$ cat config.mk
export PLATFORM = sky130hd
export DESIGN_NAME = eco32f_pipe_ctrl
export DESIGN_NICKNAME = d
export VERILOG_FILES = /design/src/rtl/eco32f_pipe_ctrl.sv
export SDC_FILE = /design/constraint.sdc
export NUM_CORES = 1
export LEC_CHECK = 0
export BUFFER_PORTS_ARGS = -buffer_cell sky130_fd_sc_hd__buf_2
export CELL_PAD_IN_SITES_DETAIL_PLACEMENT = 0
export CELL_PAD_IN_SITES_GLOBAL_PLACEMENT = 1
export CORE_MARGIN = 3
export CORE_UTILIZATION = 31
export CTS_BUF_LIST = sky130_fd_sc_hd__clkbuf_4 sky130_fd_sc_hd__clkbuf_8
export CTS_CLUSTER_DIAMETER = 150
export DETAILED_ROUTE_END_ITERATION = 16
export PLACE_DENSITY = 0.95
export SYNTH_ARGS = -nofsm -noshare
export SYNTH_HDL_FRONTEND = slang
export SYNTH_SLANG_ARGS = --single-unit
$ cat constraint.sdc
create_clock -name clk -period 6.9 [get_ports clk]
set_clock_uncertainty 0.2 [all_clocks]
set_input_delay 1.38 -clock clk [delete_from_list [all_inputs] [get_ports clk]]
set_output_delay 1.38 -clock clk [all_outputs]
set_load 0.01 [all_outputs]
$ cat src/rtl/eco32f_pipe_ctrl.sv
// Pipeline control for eco32f: per-stage stall/flush, PC redirects and
// exception entry sequencing (RESET -> RUN -> DRAIN -> VECTOR).
module eco32f_pipe_ctrl #(
  parameter logic [31:0] RESET_PC   = 32'hE0000000,
  parameter logic [31:0] EXC_VECTOR = 32'hE0000004
) (
  input  logic        clk,
  input  logic        rst,
  input  logic        if_busy,
  input  logic        alu_stall,
  input  logic        mem_busy,
  input  logic        id_hazard,
  input  logic        ex_branch_taken,
  input  logic [31:0] ex_branch_target,
  input  logic [31:0] ex_pc,
  input  logic        ex_exc_div_by_zero,
  input  logic        ex_exc_illegal,
  input  logic        mem_exc_bus,
  input  logic [31:0] mem_pc,
  input  logic        irq,
  input  logic [3:0]  irq_num,
  output logic        if_stall,
  output logic        id_stall,
  output logic        ex_stall,
  output logic        mem_stall,
  output logic        if_flush,
  output logic        id_flush,
  output logic        ex_flush,
  output logic        mem_flush,
  output logic        redirect,
  output logic [31:0] redirect_pc,
  output logic        exc_taken,
  output logic [31:0] epc,
  output logic [4:0]  exc_cause
);

  typedef enum logic [1:0] {
    ST_RESET  = 2'd0,
    ST_RUN    = 2'd1,
    ST_DRAIN  = 2'd2,
    ST_VECTOR = 2'd3
  } state_t;

  localparam logic [4:0] CAUSE_BUS     = 5'd16;
  localparam logic [4:0] CAUSE_ILLEGAL = 5'd17;
  localparam logic [4:0] CAUSE_DIVIDE  = 5'd19;

  state_t      state_reg, state_next;
  logic [31:0] epc_reg, epc_next;
  logic [4:0]  cause_reg, cause_next;

  assign mem_stall = mem_busy;
  assign ex_stall  = mem_stall | alu_stall;
  assign id_stall  = ex_stall | id_hazard;
  assign if_stall  = id_stall | if_busy;

  assign epc       = epc_reg;
  assign exc_cause = cause_reg;

  // Event outputs are decided from the current inputs so a redirect or
  // kill lands in the same cycle the triggering instruction sits in EX/MEM.
  always_comb begin
    state_next  = state_reg;
    epc_next    = epc_reg;
    cause_next  = cause_reg;
    if_flush    = 1'b0;
    id_flush    = 1'b0;
    ex_flush    = 1'b0;
    mem_flush   = 1'b0;
    redirect    = 1'b0;
    redirect_pc = 32'h0;
    exc_taken   = 1'b0;
    if (!rst) begin
      state_next = ST_RESET;
      if_flush   = 1'b1;
      id_flush   = 1'b1;
      ex_flush   = 1'b1;
      mem_flush  = 1'b1;
    end else begin
      case (state_reg)
        ST_RESET: begin
          if_flush    = 1'b1;
          id_flush    = 1'b1;
          ex_flush    = 1'b1;
          mem_flush   = 1'b1;
          redirect    = 1'b1;
          redirect_pc = RESET_PC;
          state_next  = ST_RUN;
        end
        ST_RUN: begin
          if (mem_exc_bus && !mem_stall) begin
            if_flush   = 1'b1;
            id_flush   = 1'b1;
            ex_flush   = 1'b1;
            mem_flush  = 1'b1;
            exc_taken  = 1'b1;
            epc_next   = mem_pc;
            cause_next = CAUSE_BUS;
            state_next = ST_DRAIN;
          end else if ((ex_exc_illegal || ex_exc_div_by_zero) && !ex_stall) begin
            if_flush   = 1'b1;
            id_flush   = 1'b1;
            ex_flush   = 1'b1;
            exc_taken  = 1'b1;
            epc_next   = ex_pc;
            cause_next = ex_exc_illegal ? CAUSE_ILLEGAL : CAUSE_DIVIDE;
            state_next = ST_DRAIN;
          end else if (ex_branch_taken && !ex_stall) begin
            // The branch itself proceeds; only the younger wrong-path slots die.
            if_flush    = 1'b1;
            id_flush    = 1'b1;
            redirect    = 1'b1;
            redirect_pc = ex_branch_target;
          end else if (irq && !ex_stall) begin
            if_flush   = 1'b1;
            id_flush   = 1'b1;
            ex_flush   = 1'b1;
            exc_taken  = 1'b1;
            epc_next   = ex_pc;
            cause_next = {1'b0, irq_num};
            state_next = ST_DRAIN;
          end
        end
        ST_DRAIN: begin
          if_flush = 1'b1;
          id_flush = 1'b1;
          ex_flush = 1'b1;
          if (!mem_stall) state_next = ST_VECTOR;
        end
        ST_VECTOR: begin
          if_flush    = 1'b1;
          id_flush    = 1'b1;
          ex_flush    = 1'b1;
          redirect    = 1'b1;
          redirect_pc = EXC_VECTOR;
          state_next  = ST_RUN;
        end
        default: state_next = ST_RESET;
      endcase
    end
  end

  always_ff @(posedge clk) begin
    if (!rst) begin
      state_reg <= ST_RESET;
      epc_reg   <= 32'h0;
      cause_reg <= 5'd0;
    end else begin
      state_reg <= state_next;
      epc_reg   <= epc_next;
      cause_reg <= cause_next;
    end
  end

endmodule

### Word-level counts from Yosys, hierarchy flattened

Cells that the tools add are included.

| cells by class | value |
|---|---|
| equality and inequality tests | 7 |
| mux-type cells | 41 |
| bitwise logic cells | 3 |
| reductions and logical operators | 13 |

Operators with widths:

| kind | number |
|---|---|
| 32-bit 2-to-1 mux | 8 |
| 32-bit case mux with 3 select lines | 1 |
| 5-bit 2-to-1 mux | 4 |
| 1-bit 2-to-1 mux | 17 |
| 2-bit 2-to-1 mux | 6 |
| 4-bit inequality test, second input constant | 2 |
| 1-bit case mux with 2 select lines | 4 |
| 2-bit case mux with 3 select lines | 1 |
| 3-bit AND reduction | 2 |
| 2-bit equality test, second input constant | 2 |
| 1-bit logical AND | 4 |
| 3-bit inequality test, second input constant | 1 |
| 1-bit bitwise OR | 3 |
| 3-bit nonzero test | 1 |
| 3-bit OR reduction | 1 |
| 2-bit by 1-bit equality test with 1-bit output, second input constant | 1 |
| 1-bit logical NOT | 2 |
| 2-bit logical NOT | 1 |
| 2-bit inequality test, second input constant | 1 |
| 2-bit OR reduction | 1 |
| 1-bit logical OR | 1 |

| word-level totals | value |
|---|---|
| register bits | 39 |
| bits of input ports | 111 |
| output and inout port bits | 79 |

### Logic depth before layout (Yosys ltp)

Gate-level depths: netlist of run 1.

| depth | value |
|---|---|
| depth in word-level cells | 9 |
| depth in mapped cells | 7 |

### Worst setup path after synthesis of run 1

No wires, ideal clock.

| path | value |
|---|---|
| kind | input to output |
| start | input mem_busy |
| end | output exc_taken |
| arrival time | 2.668 ns |
| required time | 5.320 ns |
| slack | 2.652 ns |
| stages on the path | 6 |
| buffers on the path | 2 |
| cells stage by stage | buf_6 > or4b_4 > o31ai_4 > buf_6 > inv_1 > nor3_1 |

| on the way | value |
|---|---|
| cells in the longest elaborated chain, start to end | 9 |

RTL lines:

| item | RTL line | RTL |
|---|---|---|
| start, declared | 11 | `input logic mem_busy,` |
| 1-bit bitwise OR | 53 | `assign ex_stall = mem_stall \| alu_stall;` |
| 1-bit logical NOT | 100, 108, 114 |  |
| 1-bit logical AND | 114 | `end else if (irq && !ex_stall) begin` |
| 1-bit 2-to-1 mux | 114 |  |
| 1-bit 2-to-1 mux | 108 | `end else if (ex_branch_taken && !ex_stall) begin` |
| 1-bit 2-to-1 mux | 100 | `end else if ((ex_exc_illegal \|\| ex_exc_div_by_zero) && !ex_stall) begin` |
| 1-bit 2-to-1 mux (*) | 91 | `if (mem_exc_bus && !mem_stall) begin` |
| 1-bit 2-to-1 mux (*) | 80 | `case (state_reg)` |
| 1-bit 2-to-1 mux (*) | 73 | `if (!rst) begin` |
| end, declared | 32 | `output logic exc_taken,` |

Mark *: on every way between the ends. The rest lies on a longest branch, timed or not.

### Worst setup path after layout of run 1

| path | value |
|---|---|
| start | input ex_exc_div_by_zero |
| end | output redirect_pc[10] |

| on the way | value |
|---|---|
| cells in the longest elaborated chain, start to end | 6 |

RTL lines:

| item | RTL line | RTL |
|---|---|---|
| start, declared | 16 | `input logic ex_exc_div_by_zero,` |
| 1-bit logical OR | 100 |  |
| 1-bit logical AND | 100 |  |
| 32-bit 2-to-1 mux | 100 |  |
| 32-bit 2-to-1 mux | 91 |  |
| 32-bit case mux with 3 select lines | 80 |  |
| 32-bit 2-to-1 mux | 73 |  |
| end, declared | 31 | `output logic [31:0] redirect_pc,` |

No other way between the ends.

==> impl_metrics.ini, run 1 <==
[timing]
slew_headroom_pct = 35.1
setup_viol = 0
grt_setup_unrepaired = no
timing.final.hold_violations = 0
max_freq_ghz = 0.210
setup_tns_ps = 0
period_share_pct = 68.9
worstMarginPinSlew_ps = 972
timing.final.crit_period_ps = 4760
hold_ws_ps = 261
slew_viol_final = 0

[run_status]
status = completed

[logic_synthesis]
synth_top_area_share_pct = 31.0
synth-main-ff-cell = dfxtp_1
synth_area_leaders = dfxtp_1 31%, a211oi_2 14%, mux2i_1 13%
ys.warnings.count = 0
yosysUniqueCellTypes = 40
synth_fp_nets = 380
async_flop_share_pct = 0
synthesis.area_mm2 = 0.00252
synth_edf_count = 0
yosys.area.top_type = dfxtp_1
yosysSeqAreaShare_pct = 31.0
syn_inst = 263
ys_ff_latch = 39
syn_avg_cell_area_um2 = 9.58

[routing]
drt_wl_total_mm = 7.56
first_pass_iters = 4
ant_nets = 0
drc = 0
drtIter0Drc = 100
via_count = 2600
wl_per_cell_um = 13.9
via_per_inst = 4.80

[final_layout]
finalCoreUtilization_pct = 45.8
diodes = 0
final_net_count = 556
final_cell_area_mm2 = 0.00358
final_common_cell = buf_2
area_delta_synth_final_pct = 42.0
largest_reg_flops = 32
drive_gt1_share_pct = 54.5
n_fill_cell = 796
layout_common_cells = 189 x buf_2, 39 x a21oi_1, 39 x dfxtp_1

[floorplan]
rows = 32
dieArea_mm2 = 0.00925
die_h_um = 96.2
initial_utilization_pct = 32.3
die_w_um = 96.2
core_mm2 = 0.00781
ios = 190

[clocking]
clkLatencyLatePin_ps = 280
clock_sinks = 39
cts_max_path_buffers = 2
cts_tree = done
clkTransAtPathRegs_ps = 70
cts_resized = 0
root_buffer = clkbuf_8
htree_levels = 2
cts_setup_buffers = 0
numCtsBuffers = 5
ctsHoldBuffers = 0

[setup_path]
startpoint_type = input port
crit_required_ps = 5320
path_max_fanout = 28
reg2reg_from = state_reg[1]
cp-end-kind = output port
startpoint = ex_exc_div_by_zero
worstSetupPathType = input port to output port
arrival_ps = 3180

[power]
p_sw_mw = 0.326
p_leak_nw = 1.71
power.density_mw_per_mm2 = 242
comb_power_share_pct = 43.0
swShare_pct = 37.6
ir_drop_v = 0.000193
seqPwrFrac_pct = 34.0
pwr-share-clk_pct = 23.0
p_int_mw = 0.540

[placement]
dp_hpwl_mm = 5.79
dpl_cell_area_mm2 = 0.00346
port_buffers = 189
place_congestion = 0.760

[global_route]
grtUsageTotal_pct = 15.2
grt_max_degree = 41
grt_pass1_wl_mm = 11.2
grt_pass1_vias = 2375
grt_overflow = 0
antenna_found_initial = 0

[flow_run]
maxCapViolCount = 0

[hold_path]
min-delay-start = exc_cause[0]
holdCritPathClass = register to register
## per-layer routing
metal | track usage [%] | wire length [um] | vias up
met5 | 0 | 0 | -
met4 | 4.27 | 80 | 0
met3 | 2.50 | 553 | 6
met2 | 27.4 | 3810 | 90
met1 | 18.3 | 3110 | 1193
li1 | - | - | 1311
## cell type report
class | count | area, um2 | share of cell area, %
clock inverter | 2 | 38.8 | 1.08
inverter | 6 | 22.5 | 0.630
sequential | 39 | 781 | 21.8
clock buffer | 6 | 82.6 | 2.31
timing repair buffer | 193 | 976 | 27.3
tap | 102 | 128 | 3.57
multi-input combinational | 194 | 1550 | 43.3
## power groups by stage
stage / clock network (mW) / logic [mW] / registers (mW)
after CTS: 0.207 / 0.377 / 0.294
final: 0.199 / 0.373 / 0.295
after floorplan: 0 / 0.236 / 0.315
after global routing: 0.215 / 0.416 / 0.300
after detailed placement: 0 / 0.377 / 0.299
after global placement: 0 / 0.369 / 0.298
## cell families (layout without fill, tap and decap cells)
logic type	Yosys count	in the layout	synth area share [%]
fa+ha+maj	6	6	2.98
compound gates	90	90	29.1
buf+inv	30	207	7.84
simple gates	66	66	16.3
flops	39	39	31.0
mux	32	32	12.7
## worst max-delay path, stage by stage
cell and delay [ps]:
buf_2 120, nor3_4 270, nor4b_4 370, nor3b_4 680, and2_1 220, buf_2 130
## final timing paths
kind,end,slack [ps],cells past startpoint
worst max-delay path,redirect_pc[10],2140,6
worst min-delay path,exc_cause[0],260,2
worst max register to register,epc[12],4540,7
worst min register to register,exc_cause[0],260,2
## synthesized netlist by cell type (all sizes together), types with 2 or more instances
cell     instances
nor2            10
ha               6
or2              2
a21oi           40
o22ai            2
mux2i           32
o2111ai          2
dfxtp           39
inv              6
nand2           10
clkbuf           4
or3              2
or4b             2
o31ai            2
nor2b            2
nand3            2
and2            28
a211oi          35
nand2b           2
nor3b            2
buf             20
nor3             2
o21ai            4
## metrics by stage
| step | cells | setup slack (ps) | power (mW) |
|---|---|---|---|
| after floorplan | 263 | 2650 | 0.552 |
| after global placement | 534 | 2220 | 0.667 |
| after detailed placement | 534 | 2110 | 0.676 |
| after CTS | 542 | 2120 | 0.879 |
| after global routing | 542 | 1960 | 0.931 |
| final | 542 | 2140 | 0.866 |
Note: power is estimated with default switching activity, not from simulation.
==> run 2: changes to the inputs <==
--- a/config.mk
+++ b/config.mk
@@ -5,15 +5,16 @@
 export SDC_FILE = /design/constraint.sdc
 export NUM_CORES = 1
 export LEC_CHECK = 0
+export ABC_AREA = 1
 export BUFFER_PORTS_ARGS = -buffer_cell sky130_fd_sc_hd__buf_2
 export CELL_PAD_IN_SITES_DETAIL_PLACEMENT = 0
 export CELL_PAD_IN_SITES_GLOBAL_PLACEMENT = 1
 export CORE_MARGIN = 3
-export CORE_UTILIZATION = 31
+export CORE_UTILIZATION = 25
 export CTS_BUF_LIST = sky130_fd_sc_hd__clkbuf_4 sky130_fd_sc_hd__clkbuf_8
 export CTS_CLUSTER_DIAMETER = 150
 export DETAILED_ROUTE_END_ITERATION = 16
-export PLACE_DENSITY = 0.95
+export PLACE_DENSITY = 0.92
 export SYNTH_ARGS = -nofsm -noshare
 export SYNTH_HDL_FRONTEND = slang
 export SYNTH_SLANG_ARGS = --single-unit
==> constraint.sdc (replaced) <==
create_clock -name clk -period 4.6 [get_ports clk]
set_clock_uncertainty 0.2 [all_clocks]
set_input_delay 0.92 -clock clk [delete_from_list [all_inputs] [get_ports clk]]
set_output_delay 0.92 -clock clk [all_outputs]
set_load 0.01 [all_outputs]
==> run 2 against run 1 <==
  * Final cell count increased by 27%
  * First-iteration DRC count up 74%
  * Routed wire length increased by 6.7%
  * Die area up 16%
  * Non-clock buffer count down 1
  * Sequential power is 52% higher
  * Clock power rose by 16%
  * Sequential share of layout area up 0.73 points
  * Flip-flop and latch count unchanged
  * Register-to-register slack lost 2100 ps
  * Via count grew 12%
  * Critical path depth grew 3
  * Largest cell class unchanged
  * Largest power group unchanged
==> impl_metrics.ini, run 2 <==
[setup_path]
crit_required_ps = 3480
cp-end-kind = output port
path_max_fanout = 35
worstSetupPathType = input port to output port
crit_chain = buf_2 > inv_1 > nor2_4 > inv_4 > nand2_1 > nor2_4 > inv_2 > nor3b_2 > buf_2
cpPeakStageDelay_ps = 480
arrival_ps = 2740
r2r_setup_slack_ps = 2410
startpoint_type = input port
slowest_stage = nor2_4

[routing]
drc = 0
first_pass_iters = 4
ant_nets = 0
drt_wl_total_mm = 8.07
wl_per_cell_um = 11.7
via_count = 2914
drtIter0Drc = 174
via_per_inst = 4.22

[final_layout]
drive_gt1_share_pct = 39.3
final_net_count = 681
area_delta_synth_final_pct = 45.6
diodes = 0
fin_cells = 691
final_common_cell = buf_2
layout_common_cells = 189 x buf_2, 135 x nand2_1, 97 x nor2_1
largest_reg_flops = 32

[power]
ir_drop_v = 0.000139
p_leak_nw = 1.94
power.density_mw_per_mm2 = 335
seqPwrFrac_pct = 38.7
swShare_pct = 38.5
p_sw_mw = 0.447
power.total_mw = 1.16
pwr-share-clk_pct = 19.9
comb_power_share_pct = 41.4
p_int_mw = 0.713

[floorplan]
ios = 190
die_h_um = 104
initial_utilization_pct = 26.5
rows = 34
core_mm2 = 0.00898
die_w_um = 104
dieArea_mm2 = 0.0107

[global_route]
grt_use_met3_pct = 4.23
grt_pass1_vias = 2701
top_usage_layer = met2
grt_overflow = 0
grt_use_met1_pct = 18.8
antenna_found_initial = 0
grt_pass1_wl_mm = 13.3
use_met2_pct = 24.4
grtUsageTotal_pct = 14.6
grt_max_degree = 42

[clocking]
htree_levels = 2
cts_tree = done
clkTransAtPathRegs_ps = 80
clkLatencyLatePin_ps = 280
numCtsBuffers = 5
cts_setup_buffers = 0
clock_sinks = 39
ctsHoldBuffers = 0
cts_resized = 0
root_buffer = clkbuf_8
cts_max_path_buffers = 2

[logic_synthesis]
ys_ff_latch = 39
ys.warnings.count = 0
yosys.area.top_type = dfxtp_1
synth_common_cells = 135 x nand2_1, 97 x nor2_1, 39 x dfxtp_1, 27 x o21ai_1, 13 x inv_1
synth_fp_nets = 506
synthesis.area_mm2 = 0.00238
yosysUniqueCellTypes = 22
synth_area_leaders = dfxtp_1 33%, nand2_1 21%, nor2_1 15%
syn_inst = 389
yosysMostFrequentCell = nand2_1
yosysSeqAreaShare_pct = 32.8
synth_top_area_share_pct = 32.8
synth-main-ff-cell = dfxtp_1
synth_edf_count = 0
syn_avg_cell_area_um2 = 6.11
async_flop_share_pct = 0

[placement]
dpl.cell_count = 683
dp_hpwl_mm = 6.23
place_congestion = 0.815
port_buffers = 189

[timing]
period_share_pct = 83.9
setup_viol = 0
slew_headroom_pct = 58.5
slew_viol_final = 0
worstMarginPinSlew_ps = 622
setup_tns_ps = 0
max_freq_ghz = 0.259
timing.final.crit_period_ps = 3860
grt_setup_unrepaired = no
timing.final.hold_violations = 0

[flow_run]
maxCapViolCount = 0

[hold_path]
holdCritPathClass = register to register

[run_status]
status = completed
==> run 2: metal layers <==
metal,up-vias,routed length [um]
li1,1550,-
met1,1246,3650
met2,112,3680
met3,6,671
met4,0,57
met5,-,0
==> run 2: kinds of logic (layout without fill, tap and decap cells) <==
family,count (synthesis),count (layout),share of synthesized area [%]
AO/OA/AOI/OAI,45,45,9.63
AND/OR/NAND/NOR,259,259,46.3
flip-flops,39,39,32.8
adder cells (fa/ha/maj),6,6,3.16
buffers and inverters,40,216,8.11
==> run 2: final timing paths <==
path                            cells after the start         endpoint          from
worst max-delay path                                9  redirect_pc[17]   mem_exc_bus
worst min-delay path                                2           epc[0]        epc[0]
worst max register to register                      7           epc[5]  state_reg[1]
worst min register to register                      2           epc[0]        epc[0]
==> run 2: cell type report <==
| cell class | count | area (um2) |
|---|---|---|
| timing repair buffer | 192 | 968 |
| inverter | 16 | 62.6 |
| tap | 126 | 158 |
| clock inverter | 2 | 12.5 |
| clock buffer | 6 | 76.3 |
| fill | 954 | 5510 |
| sequential | 39 | 781 |
| multi-input combinational | 310 | 1400 |
==> run 2: critical path, delay by kind of cell <==
kind,cells,cell delay [ps]
buf+inv,5,840
simple gates,4,970
==> run 2: power by group through the flow <==
stage / combinational, mW / clock, mW / sequential (mW)
floorplan: 0.276 / 0 / 0.484
global placement: 0.483 / 0 / 0.455
detailed placement: 0.486 / 0 / 0.457
CTS: 0.488 / 0.245 / 0.449
global route: 0.545 / 0.257 / 0.459
finish: 0.480 / 0.231 / 0.448
==> run 2: per-stage QoR <==
step | hold WS, ps | worst slack [ps] | utilization, % | instance area [um2]
finish | 279 | 743 | 38.6 | 3460
detailed placement | 267 | 736 | 37.6 | 3370
global placement | 260 | 845 | 37.6 | 3370
global route | 308 | 506 | 38.6 | 3460
CTS | 286 | 728 | 38.6 | 3460
floorplan | 291 | 1600 | - | 2380
==> run 3: changes to the inputs <==
==> constraint.sdc (replaced) <==
create_clock -name clk -period 4 [get_ports clk]
set_clock_uncertainty 0.2 [all_clocks]
set_input_delay 0.8 -clock clk [delete_from_list [all_inputs] [get_ports clk]]
set_output_delay 0.8 -clock clk [all_outputs]
set_load 0.01 [all_outputs]
==> run 3 against run 2 <==
  * Non-clock buffer count increased by 1
  * Sequential power increased by 15%
  * Final cell count increased by 0.14%
  * Clock-buffer cell count unchanged
  * Sequential share of layout area about the same
  * Power increased by 15%
  * Die area unchanged
  * Global-route usage increased by 0.26 points
  * Register-to-register slack got worse by 610 ps
  * Largest cell class unchanged
  * Highest routed layer unchanged
==> impl_metrics.ini, run 3 (same netlist as run 2, synthesis figures left out) <==
[setup_path]
slowest_stage = nor2_4
path_max_fanout = 25
reg2reg_from = state_reg[1]
reg2reg_depth = 7
arrival_ps = 2430
crit_chain = buf_2 > nor2_4 > inv_1 > nor2_1 > nand2_1 > nor2_4 > inv_2 > nor3b_2 > buf_2
startpoint = mem_busy
worstSetupPathType = input port to output port
crit_required_ps = 3000
cpPeakStageDelay_ps = 430
cp-end-kind = output port
startpoint_type = input port

[clocking]
root_buffer = clkbuf_8
ctsHoldBuffers = 0
cts_setup_buffers = 0
clkTransAtPathRegs_ps = 70
cts_max_path_buffers = 2
numCtsBuffers = 5
htree_levels = 2
clock_sinks = 39
cts_resized = 0
cts_tree = done
clkLatencyLatePin_ps = 280

[final_layout]
final_net_count = 682
largest_reg_flops = 32
drive_gt1_share_pct = 39.4
diodes = 0
n_fill_cell = 1003
final_common_cell = buf_2
area_delta_synth_final_pct = 45.9
fin_cells = 692
layout_common_cells = 189 x buf_2, 135 x nand2_1, 97 x nor2_1

[power]
ir_drop_v = 0.000135
p_leak_nw = 1.94
power.density_mw_per_mm2 = 384
power.total_mw = 1.33

[routing]
drtIter0Drc = 102
via_count = 2945
via_per_inst = 4.26
drt_wl_total_mm = 8.12
ant_nets = 0
first_pass_iters = 4
drc = 0
wl_per_cell_um = 11.7

[floorplan]
core_mm2 = 0.00898
rows = 34
die_w_um = 104
initial_utilization_pct = 26.5
ios = 190
dieArea_mm2 = 0.0107
die_h_um = 104

[hold_path]
holdCritPathClass = register to register
min-delay-start = exc_cause[2]
min_path_cells = 2

[timing]
setup_tns_ps = 0
setup_viol = 0
timing.final.hold_violations = 0
max_freq_ghz = 0.292
slew_headroom_pct = 59.5
worstMarginPinSlew_ps = 606
slew_viol_final = 0
timing.final.crit_period_ps = 3430
grt_setup_unrepaired = no
period_share_pct = 85.6

[global_route]
antenna_found_initial = 0
grt_pass1_wl_mm = 13.6
grt_pass1_vias = 2807
grt_overflow = 0
grtUsageTotal_pct = 14.8
grt_max_degree = 42

[placement]
dp_hpwl_mm = 6.34
port_buffers = 189
place_congestion = 0.748
dpl.cell_count = 684

[run_status]
status = completed

[flow_run]
maxCapViolCount = 0
[run 3: changes by cell type in the layout (fill, tap and decap cells not counted), sizes merged]
cell  change
buf       +1
[run 3: worst max-delay path: cells and delay by family]
kind / cells / cell delay (ps)
buffers and inverters: 4 / 610
and+or+nand+nor: 5 / 990
[run 3: stage by stage]
step	cell area [um2]	hold WS [ps]	utilization, %	setup slack (ps)
floorplan	2380	291	-	1240
global placement	3380	260	37.7	666
detailed placement	3380	259	37.7	586
CTS	3470	276	38.7	584
global route	3470	307	38.7	368
finish	3470	277	38.7	575
[run 3: per-layer routing]
layer	vias up	routed length, um	global-route usage [%]
met4	0	84	3.23
met5	-	0	0
met2	112	3770	25.0
li1	1549	-	-
met1	1274	3610	18.9
met3	10	651	4.35
[run 3: power by group]
part	internal (mW)	total, mW	switching (mW)
logic	0.222	0.556	0.334
registers	0.470	0.515	0.0449
clock network	0.129	0.261	0.133
[run 3: final timing paths]
check	slack [ps]	endpoint
max	570	redirect_pc[4]
min	280	exc_cause[2]
max reg2reg	1800	epc[28]
min reg2reg	280	exc_cause[2]
[run 3: cell type report]
type                            count  area [um2]  share of cell area (%)
Clock buffer                        6        76.3                    2.20
Sequential cell                    39         781                    22.5
Clock inverter                      2        12.5                   0.361
Tap cell                          126         158                    4.54
Inverter                           16        62.6                    1.80
Timing Repair Buffer              193         976                    28.1
Multi-Input combinational cell    310        1400                    40.5
